`config.mk`:
```
export PLATFORM = sky130hd
export DESIGN_NAME = nibble_word_packer_flat
export DESIGN_NICKNAME = d
export VERILOG_FILES = /design/src/rtl/nibble_word_packer_if.sv /design/src/rtl/nibble_word_packer.sv /design/src/flat_wrapper.sv
export SDC_FILE = /design/constraint.sdc
export NUM_CORES = 1
export LEC_CHECK = 0
export BUFFER_PORTS_ARGS = -buffer_cell sky130_fd_sc_hd__buf_2
export CORE_MARGIN = 2
export CORE_UTILIZATION = 36
export CTS_BUF_LIST = sky130_fd_sc_hd__clkbuf_8
export DETAILED_ROUTE_END_ITERATION = 10
export GPL_ROUTABILITY_DRIVEN = 0
export PLACE_DENSITY = 0.57
export SLEW_MARGIN = 20
export SYNTH_ARGS = -nofsm -noshare
export SYNTH_HDL_FRONTEND = slang
export SYNTH_SLANG_ARGS = --single-unit
```
`constraint.sdc`:
```
create_clock -name clk -period 3.81 [get_ports clk]
set_input_delay 0.1905 -clock clk [delete_from_list [all_inputs] [get_ports clk]]
set_output_delay 0.1905 -clock clk [all_outputs]
set_load 0.1 [all_outputs]
```
`src/rtl/nibble_word_packer_if.sv`:
```
// Purpose : bundles the nibble input strobe, control pulses and word output handshake of nibble_word_packer.
// Latency : none, this is wiring only.
// Backpressure: out_ready stalls the word output; the nibble input has no backpressure.
// Ports:
//   master modport : drives inp_valid/inp_data/flush/clr_ovf/out_ready, observes the word side.
//   slave modport  : the packer; consumes nibbles, presents out_valid/out_data/out_partial/overflow/fifo_level.
interface nibble_word_packer_if #(
  parameter int NIBBLES_PER_WORD = 4,
  parameter int FIFO_DEPTH       = 4
);
  localparam int W  = 4 * NIBBLES_PER_WORD;
  localparam int LW = $clog2(FIFO_DEPTH + 1);

  logic          inp_valid;
  logic [3:0]    inp_data;
  logic          flush;
  logic          clr_ovf;
  logic          out_valid;
  logic          out_ready;
  logic [W-1:0]  out_data;
  logic          out_partial;
  logic          overflow;
  logic [LW-1:0] fifo_level;

  modport master (
    output inp_valid, inp_data, flush, clr_ovf, out_ready,
    input  out_valid, out_data, out_partial, overflow, fifo_level
  );

  modport slave (
    input  inp_valid, inp_data, flush, clr_ovf, out_ready,
    output out_valid, out_data, out_partial, overflow, fifo_level
  );
endinterface

```
`src/rtl/nibble_word_packer.sv`:
```
// Purpose : packs a no-backpressure nibble stream into NIBBLES_PER_WORD-nibble words, buffered in a small FIFO.
// Latency : a word is visible on out_valid/out_data one cycle after its completing nibble or flush (FIFO empty).
// Backpressure: out_ready stalls the FIFO head; a completed word arriving at a full FIFO is dropped and sets overflow.
// Ports:
//   clk, rstb : rising-edge clock, asynchronous active-low reset.
//   bus       : slave side of nibble_word_packer_if (nibble input, flush, clr_ovf, word output, status).
module nibble_word_packer #(
  parameter int NIBBLES_PER_WORD = 4,
  parameter int FIFO_DEPTH       = 4,
  parameter bit MSB_FIRST        = 1'b1
) (
  input logic             clk,
  input logic             rstb,
  nibble_word_packer_if.slave bus
);
  localparam int N  = NIBBLES_PER_WORD;
  localparam int W  = 4 * N;
  localparam int CW = $clog2(N);
  localparam int AW = $clog2(FIFO_DEPTH);
  localparam int LW = $clog2(FIFO_DEPTH + 1);

  localparam logic [CW-1:0] CNT_LAST = CW'(N - 1);
  localparam logic [LW-1:0] LVL_FULL = LW'(FIFO_DEPTH);

  // Word assembly
  logic [CW-1:0] cnt_q;
  logic [W-1:0]  asm_q;
  logic [CW-1:0] slot;
  logic [W-1:0]  nib_shifted;
  logic [W-1:0]  asm_word;
  logic          word_done;
  logic          push;
  logic          push_partial;

  // Output FIFO
  logic [W:0]    mem [FIFO_DEPTH];
  logic [AW-1:0] wr_ptr_q;
  logic [AW-1:0] rd_ptr_q;
  logic [LW-1:0] level_q;
  logic          ovf_q;
  logic [W:0]    head;
  logic          pop;
  logic          full;
  logic          accept;
  logic          drop;

  // The incoming nibble is merged into the word being pushed, so a flush in
  // the same cycle as a nibble carries that nibble with it.
  always_comb begin
    slot        = MSB_FIRST ? (CNT_LAST - cnt_q) : cnt_q;
    nib_shifted = {{(W-4){1'b0}}, bus.inp_data} << {slot, 2'b00};
    asm_word    = bus.inp_valid ? (asm_q | nib_shifted) : asm_q;
  end

  assign word_done    = bus.inp_valid && (cnt_q == CNT_LAST);
  assign push         = word_done || (bus.flush && ((cnt_q != '0) || bus.inp_valid));
  assign push_partial = !word_done;

  always_ff @(posedge clk or negedge rstb) begin
    if (!rstb) begin
      cnt_q <= '0;
      asm_q <= '0;
    end else if (push) begin
      cnt_q <= '0;
      asm_q <= '0;
    end else if (bus.inp_valid) begin
      cnt_q <= cnt_q + CW'(1);
      asm_q <= asm_word;
    end
  end

  // A pop frees the head slot in the same cycle, so a push into a full FIFO
  // alongside a pop is accepted (the write lands where the head was read).
  assign pop    = (level_q != '0) && bus.out_ready;
  assign full   = (level_q == LVL_FULL);
  assign accept = push && (!full || pop);
  assign drop   = push && full && !pop;

  // Storage is not reset: the head is masked whenever the FIFO is empty.
  always_ff @(posedge clk) begin
    if (accept) begin
      mem[wr_ptr_q] <= {push_partial, asm_word};
    end
  end

  always_ff @(posedge clk or negedge rstb) begin
    if (!rstb) begin
      wr_ptr_q <= '0;
      rd_ptr_q <= '0;
      level_q  <= '0;
      ovf_q    <= 1'b0;
    end else begin
      if (accept) begin
        wr_ptr_q <= wr_ptr_q + AW'(1);
      end
      if (pop) begin
        rd_ptr_q <= rd_ptr_q + AW'(1);
      end
      case ({accept, pop})
        2'b10:   level_q <= level_q + LW'(1);
        2'b01:   level_q <= level_q - LW'(1);
        default: level_q <= level_q;
      endcase
      // A drop in the same cycle as clr_ovf still leaves the flag set.
      if (drop) begin
        ovf_q <= 1'b1;
      end else if (bus.clr_ovf) begin
        ovf_q <= 1'b0;
      end
    end
  end

  assign head            = mem[rd_ptr_q];
  assign bus.out_valid   = (level_q != '0);
  assign bus.out_data    = bus.out_valid ? head[W-1:0] : '0;
  assign bus.out_partial = bus.out_valid & head[W];
  assign bus.overflow    = ovf_q;
  assign bus.fifo_level  = level_q;
endmodule

```
`src/flat_wrapper.sv`:
```
// flat-port wrapper written by rule: the top's interface ports become plain ports
module nibble_word_packer_flat 
#(
  parameter int NIBBLES_PER_WORD = 4,
  parameter int FIFO_DEPTH       = 4,
  parameter bit MSB_FIRST        = 1'b1
)
  (clk, rstb, bus_inp_valid, bus_inp_data, bus_flush, bus_clr_ovf, bus_out_ready, bus_out_valid, bus_out_data, bus_out_partial, bus_overflow, bus_fifo_level);
  nibble_word_packer_if #(.NIBBLES_PER_WORD(NIBBLES_PER_WORD), .FIFO_DEPTH(FIFO_DEPTH)) bus_i ();
  input logic clk;
  input logic rstb;
  input wire logic [$bits(bus_i.inp_valid)-1:0] bus_inp_valid;
  input wire logic [$bits(bus_i.inp_data)-1:0] bus_inp_data;
  input wire logic [$bits(bus_i.flush)-1:0] bus_flush;
  input wire logic [$bits(bus_i.clr_ovf)-1:0] bus_clr_ovf;
  input wire logic [$bits(bus_i.out_ready)-1:0] bus_out_ready;
  output wire logic [$bits(bus_i.out_valid)-1:0] bus_out_valid;
  output wire logic [$bits(bus_i.out_data)-1:0] bus_out_data;
  output wire logic [$bits(bus_i.out_partial)-1:0] bus_out_partial;
  output wire logic [$bits(bus_i.overflow)-1:0] bus_overflow;
  output wire logic [$bits(bus_i.fifo_level)-1:0] bus_fifo_level;
  assign bus_i.inp_valid = bus_inp_valid;
  assign bus_i.inp_data = bus_inp_data;
  assign bus_i.flush = bus_flush;
  assign bus_i.clr_ovf = bus_clr_ovf;
  assign bus_i.out_ready = bus_out_ready;
  assign bus_out_valid = bus_i.out_valid;
  assign bus_out_data = bus_i.out_data;
  assign bus_out_partial = bus_i.out_partial;
  assign bus_overflow = bus_i.overflow;
  assign bus_fifo_level = bus_i.fifo_level;
  nibble_word_packer #(.NIBBLES_PER_WORD(NIBBLES_PER_WORD), .FIFO_DEPTH(FIFO_DEPTH), .MSB_FIRST(MSB_FIRST)) u_core (.clk(clk), .rstb(rstb), .bus(bus_i));
endmodule
```
# Word-level counts from Yosys, hierarchy flattened
# Memories as Yosys holds them, arrays and structs flattened.
# Index checks and enable logic that the tools add are counted.
# word_totals
n_memories,1
inputBits,10
elab_cells,48
out_inout_bits,22
ram_bits,68
register_bits,26
# memory_table
memory,depth,word_bits,read_ports,rd_ports_with_merged_regs,write_ports,line_no,rtl
u_core.mem,4,17,1,0,1,nibble_word_packer.sv:36,logic [W:0] mem [FIFO_DEPTH];
# classes
n_addsub,6
n_reduce_logical,17
shift,1
n_eq_ne,4
muxes,11
n_bitwise,2
# op_table
op,n
16-bit 2-to-1 mux,4
16-bit bitwise OR,1
4-bit by 4-bit << shifter with 16-bit output,1
2-bit nonzero test,4
2-bit by 1-bit adder with 2-bit output (second input constant),3
1-bit logical AND,6
3-bit one-hot mux with 2 select lines,1
2-bit == test (second input constant),2
1-bit 2-to-1 mux,4
2-bit 2-to-1 mux,2
3-bit by 1-bit adder with 3-bit output (second input constant),1
3-bit == test (second input constant),1
1-bit zero test,3
1-bit logical OR,3
3-bit nonzero test,1
3-bit by 1-bit subtractor with 3-bit output (second input constant),1
2-bit by 1-bit == test with 1-bit output (second input constant),1
2-bit subtractor (first input constant),1
1-bit bitwise AND,1

# Depth between registers and ports, before layout
# Gate-level depths: netlist of the first run.
# depth
word_depth,7
mapped_depth,12
depth_no_buf,10

# Worst setup path before layout of the first run
# OpenSTA, ideal clock, no wires.
# synth_timing
kind,register to register
from,"register u_core.level_q[0], in the netlist u_core.bus.fifo_level[0]"
to,"register u_core.level_q[2], in the netlist u_core.bus.fifo_level[2]"
setup_ns,0.168
n_path_buf,1
arrival_time_ns,3.274
synth_period_minus_slack_ns,3.442
setup_slack_ns,0.368
required_time_ns,3.642
path_stages_with_launch,9
cell_sequence,dfrtp_1 > or3_1 > clkbuf_1 > nand3_1 > fa_1 > o211ai_1 > nor4_1 > a21oi_1 > o211ai_1
# synth_between
elab_chain_cells,6
word_cells_on_any_way,12
cone_classes,add/sub (2); eq/ne (3); mux (1); reduce/logical (6)
# synth_rtl
element,line_no,rtl
from (decl),nibble_word_packer.sv:39,logic [LW-1:0] level_q;
from (signal assigned),nibble_word_packer.sv:100,2'b10: level_q <= level_q + LW'(1);
from (signal assigned),nibble_word_packer.sv:101,2'b01: level_q <= level_q - LW'(1);
from (signal assigned),nibble_word_packer.sv:102,default: level_q <= level_q;
3-bit nonzero test (*),-,
named net bus_out_valid,flat_wrapper.sv:17,output wire logic [$bits(bus_i.out_valid)-1:0] bus_out_valid;
1-bit logical AND (*),nibble_word_packer.sv:74,assign pop = (level_q != '0) && bus.out_ready;
1-bit logical OR,nibble_word_packer.sv:76,assign accept = push && (!full || pop);
1-bit logical AND,nibble_word_packer.sv:76,
2-bit by 1-bit == test with 1-bit output or 2-bit == test (tied branches),nibble_word_packer.sv:99,"case ({accept, pop})"
3-bit one-hot mux with 2 select lines or 2-bit nonzero test (tied branches),-,
# The timed path passes the listed nets; every way through them passes the cells marked *.
# A chain may end at the register's enable or synchronous reset.

# Worst setup path after layout of the first run
# layout_timing
from,register u_core.rd_ptr_q[0]
to,output port bus_out_data[15]
# layout_between
elab_chain_cells,2
# layout_rtl
element,line_no,rtl
from (decl),nibble_word_packer.sv:38,logic [AW-1:0] rd_ptr_q;
from (signal assigned),nibble_word_packer.sv:97,rd_ptr_q <= rd_ptr_q + AW'(1);
memory read 4 x 17 bit,-,
16-bit 2-to-1 mux,nibble_word_packer.sv:115,assign bus.out_data = bus.out_valid ? head[W-1:0] : '0;
to (decl),flat_wrapper.sv:18,output wire logic [$bits(bus_i.out_data)-1:0] bus_out_data;
# No other way between the ends.

==> results of run 1 <==
## through the flow
stage / hold slack, ps / setup slack (ps)
after CTS: 99.76 / 1185
after global placement: 220.2 / 1539
final: 123.2 / 1265
after global routing: 112.4 / 1125
after detailed placement: 225.8 / 1439
after floorplan: -105.1 / 368.0
## cell families after synthesis
| family | share of synthesized area (%) |
|---|---|
| DFF | 67.89 |
| and+or+nand+nor | 9.842 |
| AOI/OAI and AO/OA | 5.395 |
| muxes | 11.04 |
| buffers and inverters | 2.555 |
| adders and majority gates | 2.397 |
| xor gates and xnor gates | 0.8832 |
## metal layers
metal	part of all wire [%]	global-route usage (%)	vias to the layer above
li1	-	-	980
met1	45	17.43	1036
met2	51	22.32	34
met3	3.8	4.363	2
met4	0.47	3.846	0
met5	0	0	-
## worst max path at each step
stage	start	to	slack (ps)	depth (start not counted)
final	u_core.rd_ptr_q[0]$_DFFE_PN0N_	bus_out_data[15]	1270	4
after global routing	u_core.rd_ptr_q[0]$_DFFE_PN0N_	bus_out_data[15]	1120	4
after CTS	u_core.rd_ptr_q[0]$_DFFE_PN0N_	bus_out_data[15]	1180	4
after detailed placement	u_core.bus.fifo_level[1]$_DFFE_PN0P_	u_core.bus.fifo_level[1]$_DFFE_PN0P_	1440	6
after global placement	u_core.cnt_q[0]$_DFFE_PN0P_	u_core.bus.fifo_level[2]$_DFFE_PN0P_	1540	10
after floorplan	u_core.bus.fifo_level[0]$_DFFE_PN0P_	u_core.bus.fifo_level[2]$_DFFE_PN0P_	370	8
## cell usage in the layout, fill, tap and decap left out, types with 2 or more instances in the layout
cell,count
edfxtp_1,68
nor3_1,5
bufinv_16,2
buf_2,31
inv_6,2
nor2_2,2
o211ai_1,2
and3_1,3
nand2_1,4
xnor2_1,4
nor2_1,5
nand3_1,3
inv_1,8
buf_4,6
mux4_1,9
mux4_2,8
a21o_1,16
a21oi_1,3
clkbuf_8,9
o21ai_0,2
and2_1,37
dfrtp_1,26
ha_1,6
## registers in the layout, summed over array words and instances, names as in the netlist
name / flops
u_core.cnt_q: 2
u_core.wr_ptr_q: 2
u_core.asm_q: 16
u_core.bus.overflow: 1
u_core.rd_ptr_q: 2
u_core.mem: 68
u_core.bus.fifo_level: 3
## layout make-up
type	count	area [sq um]
multi-input combinational	126	1172
fill	979	6295
clock inverter	6	93.84
timing repair buffer	38	210.2
tap	140	175.2
clock buffer	9	123.9
inverter	8	30.03
sequential	94	2693
## worst min-delay path: cells and delay by family
family                 cells  cell delay [ps]
buffers and inverters      2              140
AO/OA/AOI/OAI              1              120
## what timing repair did
item                                    in CTS  in global routing
hold buffers                                 1                  0
endpoints found under the hold margin       26                  0
endpoints found under the setup margin       0                  0
==> impl_metrics.toml, run 1 <==
[logic_synthesis]
synth_top_area_share_pct = 51.48
synth_cells = 238
synth_cell_types = 40
synth_warnings = 0
synth_area_per_cell_sq_um = 16.67
yosysSeqAreaShare_pct = 67.89
synth_nets = 255
synth_edf_count = 68
yosysTopAreaCell = "edfxtp_1"
synthArstFlopShare_pct = 27.66
synthTopCellsByCount = "68 x edfxtp_1, 37 x and2_1, 26 x dfrtp_1"
synth_ff_type = "edfxtp_1"
synth_seq_cells = 94
synthTopCellsByArea = "edfxtp_1 51%, dfrtp_1 16%, mux4_1 6.0%"
netlist_area_sq_um = 3966
yosysMostFrequentCell = "edfxtp_1"

[worst_setup_path]
critPathTopFamily = "buffers and inverters"
reg2regPathDepth = 6
max_stage_delay_ps = 610
regToRegStartpoint = "u_core.bus.fifo_level[1]$_DFFE_PN0P_"
path_buf_inv = 2
worstPathMaxFanout = 12
rrSetupSlack_ps = 1430
worstReg2RegEnd = "u_core.bus.fifo_level[1]$_DFFE_PN0P_"
path_class = "reg -> out"
crit_chain = "buf_4 -> mux4_1 -> and2_1 -> buf_2"
crit_path_end_kind = "output pin"
crit_arrival_ps = 2350
required_ps = 3620
cp_slowest_cell = "dfrtp_1"
start_kind = "register"

[global_routing]
grt_pass1_wl_um = 11640
first_global_vias = 2173
antenna_found_initial = 0
track_usage_pct = 13.62
grt_max_degree = 27
overflow = 0

[clock_tree]
numCtsBuffers = 9
cts_root_buf = "clkbuf_8"
cts_buffer_depth = 2
htree_levels = 3
clock_sinks = 94
cts-resized-gates = 0
cts_tree = "done"
clkTransAtPathRegs_ps = 90
clk_latency_ps = 360
post-cts-setup-buffers = 0

[hold_path]
holdPathStages = 3
min_to = "u_core.bus.overflow$_DFFE_PN0P_"
worstHoldStart = "bus_clr_ovf"
hp-class = "in -> reg"

[route]
vias = 2052
drt.antenna.violating_nets = 0
drtPass1Iterations = 4
drt_iter0_drc = 113
wirelength_um = 7231
post_drt_wl_per_cell_um = 17.18
viasPerCell = 4.874
post-route-drc-count = 0

[layout]
area_growth_syn_to_layout_pct = 13.41
stdcell_area_sq_um = 4498
instances_no_fill = 421
n_antenna_cell = 0
final_layout_size_suffix_gt1_share_pct = 22.78
nNetsFinal = 294
final_util_pct = 41.68

[floorplanning]
die_h_um = 109.0
io_pins = 32
die_w_um = 109.0
start_util_pct = 36.75
die-area_sq_um = 11870
rows = 38
design.core.area_sq_um = 10790

[sta]
finalSetupTns_ps = 0
hold_viol_final = 0
setup_violations = 0
fin_skew_ps = 11.24
fin_crit_sh_pct = 66.79
min_period_ps = 2545
rsz0062_at_grt = "no"
worst_pin_slew_ps = 859.7
slew_headroom_pct = 42.68
drv_slew = 0
max_freq_ghz = 0.3930

[place]
dp_cells = 405
dp_hpwl_um = 4457
placed_area_sq_um = 4270
port_buffers = 31

[run_status]
outcome = "completed"

[flow_run]
maxCapViolations = 0
Power of run 1 is left out: the tool's default activity adds up to more than one toggle a clock period on the data nets, which glitch-free logic cannot reach.
==> run 2: changes to the inputs <==
--- a/config.mk
+++ b/config.mk
@@ -5,13 +5,14 @@
 export SDC_FILE = /design/constraint.sdc
 export NUM_CORES = 1
 export LEC_CHECK = 0
+export ABC_AREA = 1
 export BUFFER_PORTS_ARGS = -buffer_cell sky130_fd_sc_hd__buf_2
 export CORE_MARGIN = 2
 export CORE_UTILIZATION = 36
 export CTS_BUF_LIST = sky130_fd_sc_hd__clkbuf_8
 export DETAILED_ROUTE_END_ITERATION = 10
 export GPL_ROUTABILITY_DRIVEN = 0
-export PLACE_DENSITY = 0.57
+export PLACE_DENSITY = 0.58
 export SLEW_MARGIN = 20
 export SYNTH_ARGS = -nofsm -noshare
 export SYNTH_HDL_FRONTEND = slang
==> constraint.sdc (replaced) <==
create_clock -name clk -period 2.1 [get_ports clk]
set_input_delay 0.105 -clock clk [delete_from_list [all_inputs] [get_ports clk]]
set_output_delay 0.105 -clock clk [all_outputs]
set_load 0.1 [all_outputs]
==> run 2 against run 1 <==
Net effect: die area rose by 1.6%; global-route usage increased by 1.3 points; clock skew is 2.6 ps lower; sequential share of layout area shrank 7.0 points; synthesized area is 1.7% higher; flip-flop and latch count is the same; setup slack lost 1100 ps; routed wire length rose by 10%; non-clock buffer count rose by 7; core utilization is 5.3 points higher.
==> impl_metrics.toml, run 2 <==
[layout]
layout_commonest_cell = "nor2_1"
area_growth_syn_to_layout_pct = 26.87
n_antenna_cell = 0
final_layout_size_suffix_gt1_share_pct = 26.32
largest_reg_flops = 68
top_register = "u_core.mem"
nNetsFinal = 430
final_cell_mix = "76 x nor2_1, 68 x edfxtp_1, 41 x inv_1, 35 x o21ai_0, 34 x nand2_1"
stdcell_area_sq_um = 5116

[logic_synthesis]
synthArstFlopShare_pct = 27.66
synth_top_family_by_area = "simple AND/OR/NAND/NOR gates"
synthMuxAreaShare_pct = 0
synth-compound-area-share_pct = 9.184
synth_xor_area_share_pct = 0.8377
yosysSeqAreaShare_pct = 66.77
synth_warnings = 0
synth_fa_ha_area_share_pct = 2.358
synth_cells = 369
synth_nets = 386
netlist_area_sq_um = 4033
synth_cell_types = 27
yosysTopAreaCell = "edfxtp_1"
yosysMostFrequentCell = "nor2_1"
synth_seq_cells = 94
synthSimpleGateAreaFrac_pct = 14.80
synth_top_area_share_pct = 50.64
synthTopCellsByArea = "edfxtp_1 51%, dfrtp_1 16%, nor2_1 7.4%"
synth_area_per_cell_sq_um = 10.93
synthTopCellsByCount = "80 x nor2_1, 68 x edfxtp_1, 41 x inv_1"
synth_edf_count = 68
synth_ff_type = "edfxtp_1"

[global_routing]
antenna_found_initial = 0
track_usage_pct = 14.95
first_global_vias = 2585
grt_max_degree = 27
grt_pass1_wl_um = 13280
overflow = 0

[floorplanning]
die_h_um = 109.8
start_util_pct = 37.04
io_pins = 32
die-area_sq_um = 12060
design.core.area_sq_um = 10890
rows = 38
die_w_um = 109.8

[worst_setup_path]
crit_arrival_ps = 2190
crit_path_end_kind = "register"
start_kind = "register"
required_ps = 2350
path_class = "reg -> reg"
worstPathMaxFanout = 10

[hold_path]
hp-class = "in -> reg"

[clock_tree]
cts_tree = "done"
cts_root_buf = "clkbuf_8"
htree_levels = 3
clkTransAtPathRegs_ps = 90
numCtsBuffers = 9
cts_buffer_depth = 2
clock_sinks = 94
clk_latency_ps = 360
post-cts-setup-buffers = 0

[flow_run]
maxCapViolations = 0

[sta]
drv_slew = 0
fin_skew_ps = 8.617
min_period_ps = 1946
hold_viol_final = 0
slew_headroom_pct = 59.06
max_freq_ghz = 0.5138
worst_slack_ps = 153.9
setup_violations = 0
rsz0062_at_grt = "no"
fin_crit_sh_pct = 92.67
worst_pin_slew_ps = 614.2

[route]
wirelength_um = 7978
drtPass1Iterations = 4
drt_iter0_drc = 122
post-route-drc-count = 0
vias = 2584
post_drt_wl_per_cell_um = 14.30
drt.antenna.violating_nets = 0
viasPerCell = 4.631

[place]
dp_hpwl_um = 5414
port_buffers = 31
placed_area_sq_um = 4875
pre_cts_slack_ps = 103.4

[run_status]
outcome = "completed"
## run 2: cell types whose count changed in the layout (fill, tap and decap cells not counted), sizes merged, moves of 26 or more
cell / previous run / this run
and2: 37 / 0
o21ai: 3 / 38
nor2: 7 / 84
a21oi: 3 / 29
nand2: 4 / 41
inv: 10 / 46
## run 2: stage by stage
| step | instances | util, % | setup TNS, ps | hold slack (ps) |
|---|---|---|---|---|
| finish | 558 | 46.99 | 0 | 72.13 |
| global route | 558 | 46.99 | 0 | 79.37 |
| CTS | 558 | 46.95 | 0 | 63.53 |
| detailed placement | 540 | 44.77 | 0 | 163.3 |
| global placement | 540 | 44.77 | 0 | 161.4 |
| floorplan | 369 | - | -3838 | -190.6 |
## run 2: critical path: stages (launching register included)
cell and delay (ps):
dfrtp_2 470, ha_1 220, nand2_2 100, nand2_2 70, nand2_4 150, nand3_2 150
fa_2 550, inv_1 40, nand2_1 50, o21ai_1 50
## run 2: area by class of cell
type / instances / area [sq um]
fillers: 957 / 5772
well taps: 140 / 175.2
clock buffers: 11 / 151.4
multi-input cells: 217 / 1260
inverters: 46 / 177.7
flip-flops and latches: 94 / 2703
clock inverters: 5 / 66.31
repair buffers: 45 / 583.1
## run 2: timing repair
action / 4_1_cts / 5_1_grt
endpoints found under the hold margin: 27 / 0
gates resized for setup: 0 / 2
hold buffers: 2 / 0
setup endpoints to repair: 0 / 1
## run 2: kinds of logic after synthesis
| family | count (synthesis) |
|---|---|
| AND/OR/NAND/NOR | 136 |
| buffers and inverters | 58 |
| flip-flops | 94 |
| adder cells (fa/ha/maj) | 7 |
| AO/OA/AOI/OAI | 71 |
| XOR/XNOR | 3 |
## run 2: path summary, 6_finish.rpt
kind	startpoint	to	slack, ps	cells past startpoint
hold / removal	bus_inp_data[2]	u_core.asm_q[6]$_DFFE_PN0P_	70	3
min in group asynchronous	rstb	u_core.asm_q[12]$_DFFE_PN0P_	280	2
setup / recovery	u_core.cnt_q[0]$_DFFE_PN0P_	u_core.bus.fifo_level[1]$_DFFE_PN0P_	150	9
hold reg to reg	u_core.asm_q[1]$_DFFE_PN0P_	u_core.asm_q[1]$_DFFE_PN0P_	510	2
setup reg to reg	u_core.cnt_q[0]$_DFFE_PN0P_	u_core.bus.fifo_level[1]$_DFFE_PN0P_	150	9
max in group asynchronous	rstb	u_core.bus.fifo_level[2]$_DFFE_PN0P_	1350	2
## run 2: routing by layer
metal  global-route usage, %  vias to the layer above  part of all wire, %
li1                        -                     1298                    -
met2                   23.97                       53                   48
met5                       0                        -                    0
met1                   19.95                     1218                   46
met4                   6.239                        0                  2.0
met3                   2.786                       15                  4.3
Power of run 2 is left out for the same reason.
==> run 3: changes to the inputs <==
--- a/config.mk
+++ b/config.mk
@@ -13,6 +13,7 @@
 export DETAILED_ROUTE_END_ITERATION = 10
 export GPL_ROUTABILITY_DRIVEN = 0
 export PLACE_DENSITY = 0.58
+export RECOVER_POWER = 50
 export SLEW_MARGIN = 20
 export SYNTH_ARGS = -nofsm -noshare
 export SYNTH_HDL_FRONTEND = slang
==> run 3 against run 2 <==
Net effect: the run now ends with max-capacitance violations, max-slew violations left; critical path depth is the same; highest routed layer unchanged; clock skew grew 0.86 ps; fmax shrank 0.64%; routed wire length is essentially flat; sequential share of layout area grew 0.17 points; via count grew 0.54%; critical endpoint unchanged; cell count is the same.
==> impl_metrics.toml, run 3 (same netlist as run 2, synthesis figures left out) <==
[clock_tree]
htree_levels = 3
numCtsBuffers = 9
post-cts-setup-buffers = 0
cts_buffer_depth = 2
clock_sinks = 94
cts_tree = "done"
cts_root_buf = "clkbuf_8"
clkTransAtPathRegs_ps = 90
clk_latency_ps = 360

[route]
vias = 2598
wirelength_um = 7980
viasPerCell = 4.656
drt_iter0_drc = 103
drt.antenna.violating_nets = 0
post_drt_wl_per_cell_um = 14.30
drtPass1Iterations = 4
post-route-drc-count = 0

[worst_setup_path]
path_class = "reg -> reg"
cp_slowest_cell = "fa_2"
worstPathMaxFanout = 10
required_ps = 2350
crit_chain = "ha_1 -> nand2_2 -> nand2_2 -> nand2_4 -> nand3_2 -> fa_2 -> inv_1 -> nand2_1 -> o21ai_1"
path_common_cell = "nand2_2"
max_stage_delay_ps = 550
crit_path_end_kind = "register"
crit_arrival_ps = 2210
start_kind = "register"
critPathTopFamily = "adder cells"
path_buf_inv = 1

[layout]
layout_commonest_cell = "nor2_1"
final_layout_size_suffix_gt1_share_pct = 24.40
num-fill-cells = 964
final_cell_mix = "77 x nor2_1, 68 x edfxtp_1, 41 x inv_1, 35 x nand2_1, 35 x o21ai_0"
area_growth_syn_to_layout_pct = 26.47
seq_area_sq_um = 2703
top_register = "u_core.mem"
largest_reg_flops = 68
nNetsFinal = 430
instances_no_fill = 558
multi_input_area_sq_um = 1250
n_antenna_cell = 0

[sta]
hold_viol_final = 0
rsz0062_at_grt = "no"
worst_pin_slew_ps = 1520
fin_crit_sh_pct = 93.27
drv_slew = 27
setup_violations = 0
finalSetupTns_ps = 0
max_freq_ghz = 0.5105
fin_skew_ps = 9.478
min_period_ps = 1959
slew_headroom_pct = -1.312

[global_routing]
overflow = 0
track_usage_pct = 14.95
first_global_vias = 2585
grt_max_degree = 27
grt_pass1_wl_um = 13280
antenna_found_initial = 0

[floorplanning]
rows = 38
die_w_um = 109.8
die-area_sq_um = 12060
design.core.area_sq_um = 10890
die_h_um = 109.8
io_pins = 32
start_util_pct = 37.04

[place]
port_buffers = 31
dp_cells = 540
dp_hpwl_um = 5414

[flow_run]
maxCapViolations = 1

[run_status]
failed_checks = "max-capacitance violations, max-slew violations"
outcome = "complete, but fails checks"

[hold_path]
hp-class = "in -> reg"
[run 3: cell types whose count changed in the layout (fill, tap and decap cells not counted), sizes merged]
cell	change
buf	-5
clkbuf	+5
[run 3: layer usage]
layer	routed length (um)	vias to the layer above	track usage (%)	share of wire, %
met2	3831	49	23.97	48
met4	158	0	6.239	2.0
met1	3664	1234	19.95	46
li1	-	1300	-	-
met5	0	-	0	0
met3	326	15	2.786	4.1
[run 3: cell type report]
cell class	instances	share of cell area (%)
Multi-Input combinational cell	217	24.51
Clock buffer	11	2.969
Tap cell	140	3.435
Timing Repair Buffer	45	11.31
Inverter	46	3.484
Sequential cell	94	52.99
Clock inverter	5	1.300
[run 3: worst register-to-register path, stage by stage (launching register included)]
cell	delay [ps]
dfrtp_2	470
ha_1	220
nand2_2	100
nand2_2	70
nand2_4	150
nand3_2	150
fa_2	550
inv_1	40
nand2_1	50
o21ai_1	50
[run 3: final timing paths]
check                      slack, ps                   startpoint  depth (start not counted)                                   end
min in group asynchronous        640                         rstb                          2           u_core.cnt_q[0]$_DFFE_PN0P_
setup / recovery                 140  u_core.cnt_q[0]$_DFFE_PN0P_                          9  u_core.bus.fifo_level[1]$_DFFE_PN0P_
setup reg to reg                 140  u_core.cnt_q[0]$_DFFE_PN0P_                          9  u_core.bus.fifo_level[1]$_DFFE_PN0P_
hold / removal                    70              bus_inp_data[3]                          3           u_core.asm_q[7]$_DFFE_PN0P_
max in group asynchronous        370                         rstb                          2  u_core.bus.fifo_level[2]$_DFFE_PN0P_
hold reg to reg                  520  u_core.asm_q[0]$_DFFE_PN0P_                          2           u_core.asm_q[0]$_DFFE_PN0P_
[run 3: stage by stage]
| stage | hold slack, ps | setup slack, ps | cell area (sq um) | util (%) |
|---|---|---|---|---|
| floorplan | -190.6 | -56.44 | 4198 | - |
| finish | 71.91 | 141.3 | 5100 | 46.84 |
| global placement | 161.4 | 180.4 | 4875 | 44.77 |
| detailed placement | 163.3 | 103.4 | 4875 | 44.77 |
| global route | 79.37 | 9.452 | 5100 | 46.84 |
| CTS | 63.53 | 73.67 | 5112 | 46.95 |
[run 3: what timing repair did]
action / CTS / global route
hold buffers: 2 / 0
hold endpoints to repair: 27 / 0
gates resized for setup: 0 / 2
endpoints found under the setup margin: 0 / 1
Power of run 3 is left out for the same reason.
